## config.mk

```make
export PLATFORM = sky130hd
export DESIGN_NAME = counter_cycle_scheduler_flat
export DESIGN_NICKNAME = d
export VERILOG_FILES = /design/src/rtl/agc_ctr_pkg.sv /design/src/rtl/counter_cycle_scheduler_if.sv /design/src/rtl/ctr_prio_enc.sv /design/src/rtl/counter_cycle_scheduler.sv /design/src/flat_wrapper.sv
export SDC_FILE = /design/constraint.sdc
export NUM_CORES = 1
export LEC_CHECK = 0
export ABC_AREA = 1
export BUFFER_PORTS_ARGS = -buffer_cell sky130_fd_sc_hd__buf_4
export CORE_MARGIN = 2
export CORE_UTILIZATION = 49
export CTS_CLUSTER_SIZE = 10
export DETAILED_ROUTE_END_ITERATION = 10
export GPL_ROUTABILITY_DRIVEN = 0
export PLACE_DENSITY = 0.86
export RECOVER_POWER = 100
export SYNTH_ARGS = -nofsm -noshare
export SYNTH_HDL_FRONTEND = slang
export SYNTH_HIERARCHICAL = 1
export SYNTH_SLANG_ARGS = --single-unit
```

## constraint.sdc

```tcl
create_clock -name SIM_CLK -period 1.9 [get_ports SIM_CLK]
set_input_delay 0.095 -clock SIM_CLK [delete_from_list [all_inputs] [get_ports SIM_CLK]]
set_output_delay 0.095 -clock SIM_CLK [all_outputs]
set_load 0.01 [all_outputs]
```

## src/rtl/agc_ctr_pkg.sv

```systemverilog
// Shared definitions for the involuntary counter-cycle scheduler:
// FSM state encoding, counter address width and default counter base address.
package agc_ctr_pkg;

    typedef enum logic [1:0] {
        ST_IDLE = 2'd0,
        ST_CYC  = 2'd1,
        ST_POST = 2'd2
    } ctr_state_e;

    localparam int CADR_W  = 6;
    localparam int STEAL_W = 4;

    localparam logic [CADR_W-1:0] CTR_BASE_DEF = 6'o30;

endpackage

```

## src/rtl/counter_cycle_scheduler_if.sv

```systemverilog
// Counter request/acknowledge bundle between the counter sources, the
// scheduler and the sequence generator.
interface counter_cycle_scheduler_if #(
    parameter int NREQ = 8
);
    import agc_ctr_pkg::*;

    // Handshake: a source raises REQ_P/REQ_M (level); each rising edge registers
    // exactly one request. There is no ready: the scheduler answers with a
    // one-clock ACK (plus PINC or MINC) at T06 of the MCT it stole for that source.
    logic [NREQ-1:0]   REQ_P;
    logic [NREQ-1:0]   REQ_M;
    logic [NREQ-1:0]   GRANT;
    logic [NREQ-1:0]   ACK;
    logic [NREQ-1:0]   PENDING;
    logic              CTRCYC;
    logic              PINC;
    logic              MINC;
    logic [CADR_W-1:0] CADR;

    modport master (
        output REQ_P, REQ_M,
        input  GRANT, ACK, PENDING, CTRCYC, PINC, MINC, CADR
    );

    modport slave (
        input  REQ_P, REQ_M,
        output GRANT, ACK, PENDING, CTRCYC, PINC, MINC, CADR
    );

endinterface

```

## src/rtl/ctr_prio_enc.sv

```systemverilog
// Combinational lowest-index-wins priority encoder with a valid flag.
module ctr_prio_enc #(
    parameter int N  = 8,
    parameter int IW = 3
) (
    input  logic [N-1:0]  req,
    output logic          valid,
    output logic [IW-1:0] idx
);

    // Scanning downward lets the lowest set index overwrite the others.
    always_comb begin
        valid = |req;
        idx   = '0;
        for (int i = N - 1; i >= 0; i--) begin
            if (req[i]) idx = IW'(i);
        end
    end

endmodule

```

## src/rtl/counter_cycle_scheduler.sv

```systemverilog
// Steals instruction MCTs for PINC/MINC counter cycles: edge-captured requests,
// a T12 decision, a T06 commit, and a starvation guard on consecutive steals.
module counter_cycle_scheduler
    import agc_ctr_pkg::*;
#(
    parameter int                NREQ      = 8,
    parameter logic [CADR_W-1:0] CTR_BASE  = CTR_BASE_DEF,
    parameter int                MAX_STEAL = 4
) (
    input  logic                        SIM_CLK,
    input  logic                        SIM_RST,
    input  logic                        GOJAM,
    input  logic                        T12,
    input  logic                        T06,
    input  logic                        INHINC,
    counter_cycle_scheduler_if.slave    bus,
    output ctr_state_e                  dbg_state
);

    localparam int IW = (NREQ > 1) ? $clog2(NREQ) : 1;

    ctr_state_e        state, state_nx;
    logic [STEAL_W-1:0] steal_cnt, steal_nx;
    logic [NREQ-1:0]   req_p_q, req_m_q;
    logic [NREQ-1:0]   pp, pm, pp_nx, pm_nx;
    logic [NREQ-1:0]   grant, grant_nx;
    logic [CADR_W-1:0] cadr, cadr_nx;
    logic              dir_plus, dir_nx;
    logic [NREQ-1:0]   rise_p, rise_m, cancel, eligible, ack_vec;
    logic              commit;
    logic              enc_valid;
    logic [IW-1:0]     enc_idx;

    assign rise_p   = bus.REQ_P & ~req_p_q;
    assign rise_m   = bus.REQ_M & ~req_m_q;
    // A source with both directions pending nets to zero and is never served.
    assign cancel   = pp & pm;
    assign eligible = pp ^ pm;

    ctr_prio_enc #(.N(NREQ), .IW(IW)) u_prio_enc (
        .req   (eligible),
        .valid (enc_valid),
        .idx   (enc_idx)
    );

    always_comb begin
        state_nx = state;
        steal_nx = steal_cnt;
        grant_nx = grant;
        cadr_nx  = cadr;
        dir_nx   = dir_plus;
        commit   = (state == ST_CYC) && T06 && !GOJAM;
        ack_vec  = commit ? grant : '0;
        pp_nx    = (pp & ~cancel & ~(dir_plus ? ack_vec : '0)) | rise_p;
        pm_nx    = (pm & ~cancel & ~(dir_plus ? '0 : ack_vec)) | rise_m;

        if (GOJAM) begin
            state_nx = ST_IDLE;
            steal_nx = '0;
            grant_nx = '0;
            cadr_nx  = '0;
            dir_nx   = 1'b0;
            pp_nx    = '0;
            pm_nx    = '0;
        end else if (T12) begin
            // Every T12 is a fresh decision, including a CYC whose T06 never came.
            if (enc_valid && !INHINC && (steal_cnt < STEAL_W'(MAX_STEAL))) begin
                state_nx = ST_CYC;
                grant_nx = NREQ'(1) << enc_idx;
                cadr_nx  = CTR_BASE + CADR_W'(enc_idx);
                dir_nx   = pp[enc_idx];
                steal_nx = (steal_cnt == '1) ? steal_cnt : steal_cnt + 1'b1;
            end else begin
                state_nx = ST_IDLE;
                steal_nx = '0;
                grant_nx = '0;
                cadr_nx  = '0;
                dir_nx   = 1'b0;
            end
        end else if (commit) begin
            state_nx = ST_POST;
        end
    end

    always_ff @(posedge SIM_CLK or negedge SIM_RST) begin
        if (!SIM_RST) begin
            state     <= ST_IDLE;
            steal_cnt <= '0;
            req_p_q   <= '0;
            req_m_q   <= '0;
            pp        <= '0;
            pm        <= '0;
            grant     <= '0;
            cadr      <= '0;
            dir_plus  <= 1'b0;
        end else begin
            state     <= state_nx;
            steal_cnt <= steal_nx;
            req_p_q   <= bus.REQ_P;
            req_m_q   <= bus.REQ_M;
            pp        <= pp_nx;
            pm        <= pm_nx;
            grant     <= grant_nx;
            cadr      <= cadr_nx;
            dir_plus  <= dir_nx;
        end
    end

    assign bus.GRANT   = grant;
    assign bus.CADR    = cadr;
    assign bus.CTRCYC  = (state != ST_IDLE);
    assign bus.ACK     = ack_vec;
    assign bus.PINC    = commit && dir_plus;
    assign bus.MINC    = commit && !dir_plus;
    assign bus.PENDING = pp | pm;
    assign dbg_state   = state;

endmodule
```

## src/flat_wrapper.sv

```systemverilog
// flat-port wrapper written by rule: the top's interface ports become plain ports
module counter_cycle_scheduler_flat import agc_ctr_pkg::*;
#(
    parameter int                NREQ      = 8,
    parameter logic [CADR_W-1:0] CTR_BASE  = CTR_BASE_DEF,
    parameter int                MAX_STEAL = 4
)
  (SIM_CLK, SIM_RST, GOJAM, T12, T06, INHINC, dbg_state, bus_REQ_P, bus_REQ_M, bus_GRANT, bus_ACK, bus_PENDING, bus_CTRCYC, bus_PINC, bus_MINC, bus_CADR);
  counter_cycle_scheduler_if #(.NREQ(NREQ)) bus_i ();
  input  logic SIM_CLK;
  input  logic SIM_RST;
  input  logic GOJAM;
  input  logic T12;
  input  logic T06;
  input  logic INHINC;
  output ctr_state_e dbg_state;
  input wire logic [$bits(bus_i.REQ_P)-1:0] bus_REQ_P;
  input wire logic [$bits(bus_i.REQ_M)-1:0] bus_REQ_M;
  output wire logic [$bits(bus_i.GRANT)-1:0] bus_GRANT;
  output wire logic [$bits(bus_i.ACK)-1:0] bus_ACK;
  output wire logic [$bits(bus_i.PENDING)-1:0] bus_PENDING;
  output wire logic [$bits(bus_i.CTRCYC)-1:0] bus_CTRCYC;
  output wire logic [$bits(bus_i.PINC)-1:0] bus_PINC;
  output wire logic [$bits(bus_i.MINC)-1:0] bus_MINC;
  output wire logic [$bits(bus_i.CADR)-1:0] bus_CADR;
  assign bus_i.REQ_P = bus_REQ_P;
  assign bus_i.REQ_M = bus_REQ_M;
  assign bus_GRANT = bus_i.GRANT;
  assign bus_ACK = bus_i.ACK;
  assign bus_PENDING = bus_i.PENDING;
  assign bus_CTRCYC = bus_i.CTRCYC;
  assign bus_PINC = bus_i.PINC;
  assign bus_MINC = bus_i.MINC;
  assign bus_CADR = bus_i.CADR;
  counter_cycle_scheduler #(.NREQ(NREQ), .CTR_BASE(CTR_BASE), .MAX_STEAL(MAX_STEAL)) u_core (.SIM_CLK(SIM_CLK), .SIM_RST(SIM_RST), .GOJAM(GOJAM), .T12(T12), .T06(T06), .INHINC(INHINC), .bus(bus_i), .dbg_state(dbg_state));
endmodule
```

==> impl_metrics.env <==
export IMPL_outcome="finished with violations"
export IMPL_violations="negative setup slack"
export IMPL_worstPathMaxFanout=7
export IMPL_skew_ns=0.006444
export IMPL_viasPerCell=5.059
export IMPL_max_stage_delay_ns=0.41
export IMPL_cp_cell_sequence="inv_2, ha_4, inv_1, nand2_1, nand2_1, nand2_1, nand2_1, nand2_2, a21oi_2, buf_6, nand2_2, nand2_1, nand2_1, nand3_1, nand3_1, nand2_1"
export IMPL_syn_cell_area_sq_um=2671
export IMPL_wl_microns=7058
export IMPL_syn_to_final_growth_pct=33.91
export IMPL_grt_use_total=0.2141
export IMPL_worstHoldPathCells=4
export IMPL_antenna_found_initial=0
export IMPL_cts_inserted_buffers=5
export IMPL_die_h_microns=77.84
export IMPL_grt_util_met2=0.3698
export IMPL_fin_crit_ns=1.998
export IMPL_first_pass_iters=8
export IMPL_n_antenna_cell=0
export IMPL_critPathKind="flip-flop to flip-flop"
export IMPL_worst_pin_slew_ns=1.248
export IMPL_layout_drive_gt1_share=0.2637
export IMPL_drc_errors=0
export IMPL_hold_path_end="u_core/dir_plus$_DFFE_PN0N_"
export IMPL_synth_yosys_seq_area_share=0.4778
export IMPL_yosysTopAreaCell="dfrtp_1"
export IMPL_crit_top_cell="nand2_1"
export IMPL_leakage_uw=0.001813
export IMPL_fin_area_sq_um=3577
export IMPL_path_clk_slew_ns=0.09
export IMPL_core_sq_um=5172
export IMPL_cap_viol_max_count=0
export IMPL_grt_overflow=0
export IMPL_regArea_sq_um=1276
export IMPL_use_met1=0.2582
export IMPL_synth_cell_types=26
export IMPL_peakVddDrop_v=0.0004109
export IMPL_nets=448
export IMPL_worstRegToRegCells=16
export IMPL_setup_viol=2
export IMPL_fillers=378
export IMPL_cts_sinks=51
export IMPL_slowest_stage="dfrtp_1"
export IMPL_power_per_cell_area_nw_per_um2=725.4
export IMPL_syn_num_nets=360
export IMPL_yosys_warnings=6
export IMPL_crit_required_ns=2.15
export IMPL_grt_max_degree=52
export IMPL_drt_iter0_markers=243
export IMPL_vias=2388
export IMPL_clockBufferDepth=2
export IMPL_utilization=0.6916
export IMPL_critPathBufInv=3
export IMPL_finalPower_uw=2595
export IMPL_finalMaxSlewViolations=0
export IMPL_htree_levels=2
export IMPL_avgSynthCellArea_sq_um=8.535
export IMPL_worstSetupStartpointType="flip-flop"
export IMPL_synth_area_leaders="dfrtp_1 48%, nand2_1 12%, ha_1 12%"
export IMPL_clk_latency_ns=0.31
export IMPL_io_pins=57
export IMPL_fin_crit_sh=1.052
export IMPL_ant_nets=0
export IMPL_arrival_ns=2.25
export IMPL_wl_per_cell_microns=14.95
export IMPL_met3_usage=0.04186
export IMPL_timing_rr_start="u_core/pp[6]$_DFF_PN0_"
export IMPL_top_usage_layer="met2"
export IMPL_ys_ff_latch=51
export IMPL_worstReg2RegEnd="u_core/dir_plus$_DFFE_PN0N_"
export IMPL_syn_inst=313
export IMPL_r2r_slack_ns=-0.1
export IMPL_grt_first_pass_wirelength_microns=10140
export IMPL_hold_slack_ns=0.08486
export IMPL_final_common_cell="nand2_1"
export IMPL_min_path_type="input port to flip-flop"
export IMPL_hp_start="T12"
export IMPL_finalHoldViolCount=0
export IMPL_synth_top_cell_area_share=0.4778
export IMPL_max_freq_mhz=500.5
export IMPL_die_area_sq_um=6058
export IMPL_dp_hpwl_microns=4284
export IMPL_endpoint_kind="flip-flop"
export IMPL_setup_ws_ns=-0.09790
export IMPL_fp_row_count=26
export IMPL_tritoncts="yes"
export IMPL_tns_ns=-0.1923
export IMPL_port_buffers=55
export IMPL_grt_pass1_vias=2283
export IMPL_dpl_cell_area_sq_um=3164
export IMPL_multiInputGateArea_sq_um=1189
export IMPL_mostFrequentLayoutCells="82 x nand2_1, 59 x inv_1, 51 x dfrtp_1"
export IMPL_start_util=0.5164
export IMPL_cp_top_family="simple AND/OR/NAND/NOR gates"
export IMPL_clock_root_buffer="clkbuf_8"
export IMPL_fp_dieW_microns=77.84
export IMPL_slew_headroom=0.1683
layout make-up:
| cell class | count | area share |
|---|---|---|
| flip-flops and latches | 51 | 0.3568 |
| multi-input cells | 185 | 0.3323 |
| repair buffers | 90 | 0.1822 |
| inverters | 68 | 0.07135 |
| well taps | 70 | 0.02448 |
| clock buffers | 6 | 0.02308 |
| clock inverters | 2 | 0.009794 |
cell usage after synthesis (all sizes together):
cell type / count
or2: 2
nand3: 14
clkbuf: 3
inv: 67
nor2: 18
clkinv: 1
buf: 6
nand4: 1
nor3: 2
nand2: 90
o21ai: 13
ha: 25
conb: 1
o22ai: 1
a31oi: 1
dfrtp: 51
a21oi: 17
metal layers:
layer | routed length [microns] | vias up
met1 | 2939 | 1116
met5 | 0 | -
met2 | 3377 | 128
li1 | - | 1111
met3 | 468 | 33
met4 | 272 | 0
report_power, final:
part           total, uW  switching [uW]  internal [uW]
clock                786             360            426
combinational        631             376            255
sequential          1180            34.9           1140
total               2590             771           1820
state kept, by name, summed over array words and instances, names as in the netlist:
register	count
u_core/steal_cnt	4
u_core/bus.CADR	4
u_core/bus.GRANT	8
u_core/dbg_state	2
u_core/pm	8
u_core/pp	8
u_core/req_p_q	8
u_core/req_m_q	8
u_core/dir_plus	1
repair_timing:
item,in CTS,in global routing
setup endpoints to repair,1,12
setup buffers,3,8
hold endpoints to repair,67,0
pin swaps,0,8
gates resized for setup,0,30
hold buffers,17,0
per-stage QoR:
stage | setup WS, ns | std cells
after global routing | -0.1756 | 472
after global placement | 0.06979 | 436
final | -0.09790 | 472
after floorplan | 0.1306 | 313
after CTS | 0.004590 | 464
after detailed placement | 0.03194 | 436
worst min-delay path, stage by stage:
cell	delay [ns]
buf_4	0.10
nor2_4	0.07
nand2_1	0.06
nand2_1	0.04
worst max path at each step:
stage / start / endpoint / slack [ns] / depth (start not counted)
2_1_floorplan: u_core/pp[6]$_DFF_PN0_ / u_core/dir_plus$_DFFE_PN0N_ / 0.13 / 17
3_3_place_gp: u_core/pp[5]$_DFF_PN0_ / u_core/dir_plus$_DFFE_PN0N_ / 0.07 / 15
3_5_place_dp: u_core/pp[6]$_DFF_PN0_ / u_core/dir_plus$_DFFE_PN0N_ / 0.03 / 15
4_1_cts: u_core/pm[6]$_DFF_PN0_ / u_core/dir_plus$_DFFE_PN0N_ / 0.005 / 16
5_1_grt: u_core/pp[3]$_DFF_PN0_ / u_core/bus.GRANT[5]$_DFFE_PN0N_ / -0.18 / 10
6_report: u_core/pp[6]$_DFF_PN0_ / u_core/dir_plus$_DFFE_PN0N_ / -0.1 / 16
logic make-up (layout without fill, tap and decap cells):
logic type,after synthesis,after routing,share of synthesized area
compound gates,32,32,0.06089
fa+ha+maj,25,25,0.1171
buf+inv,77,166,0.1180
flops,51,51,0.4778
other cells,1,1,0.001404
simple gates,127,127,0.2248
No activity file was read; power rests on OpenSTA's default activity.
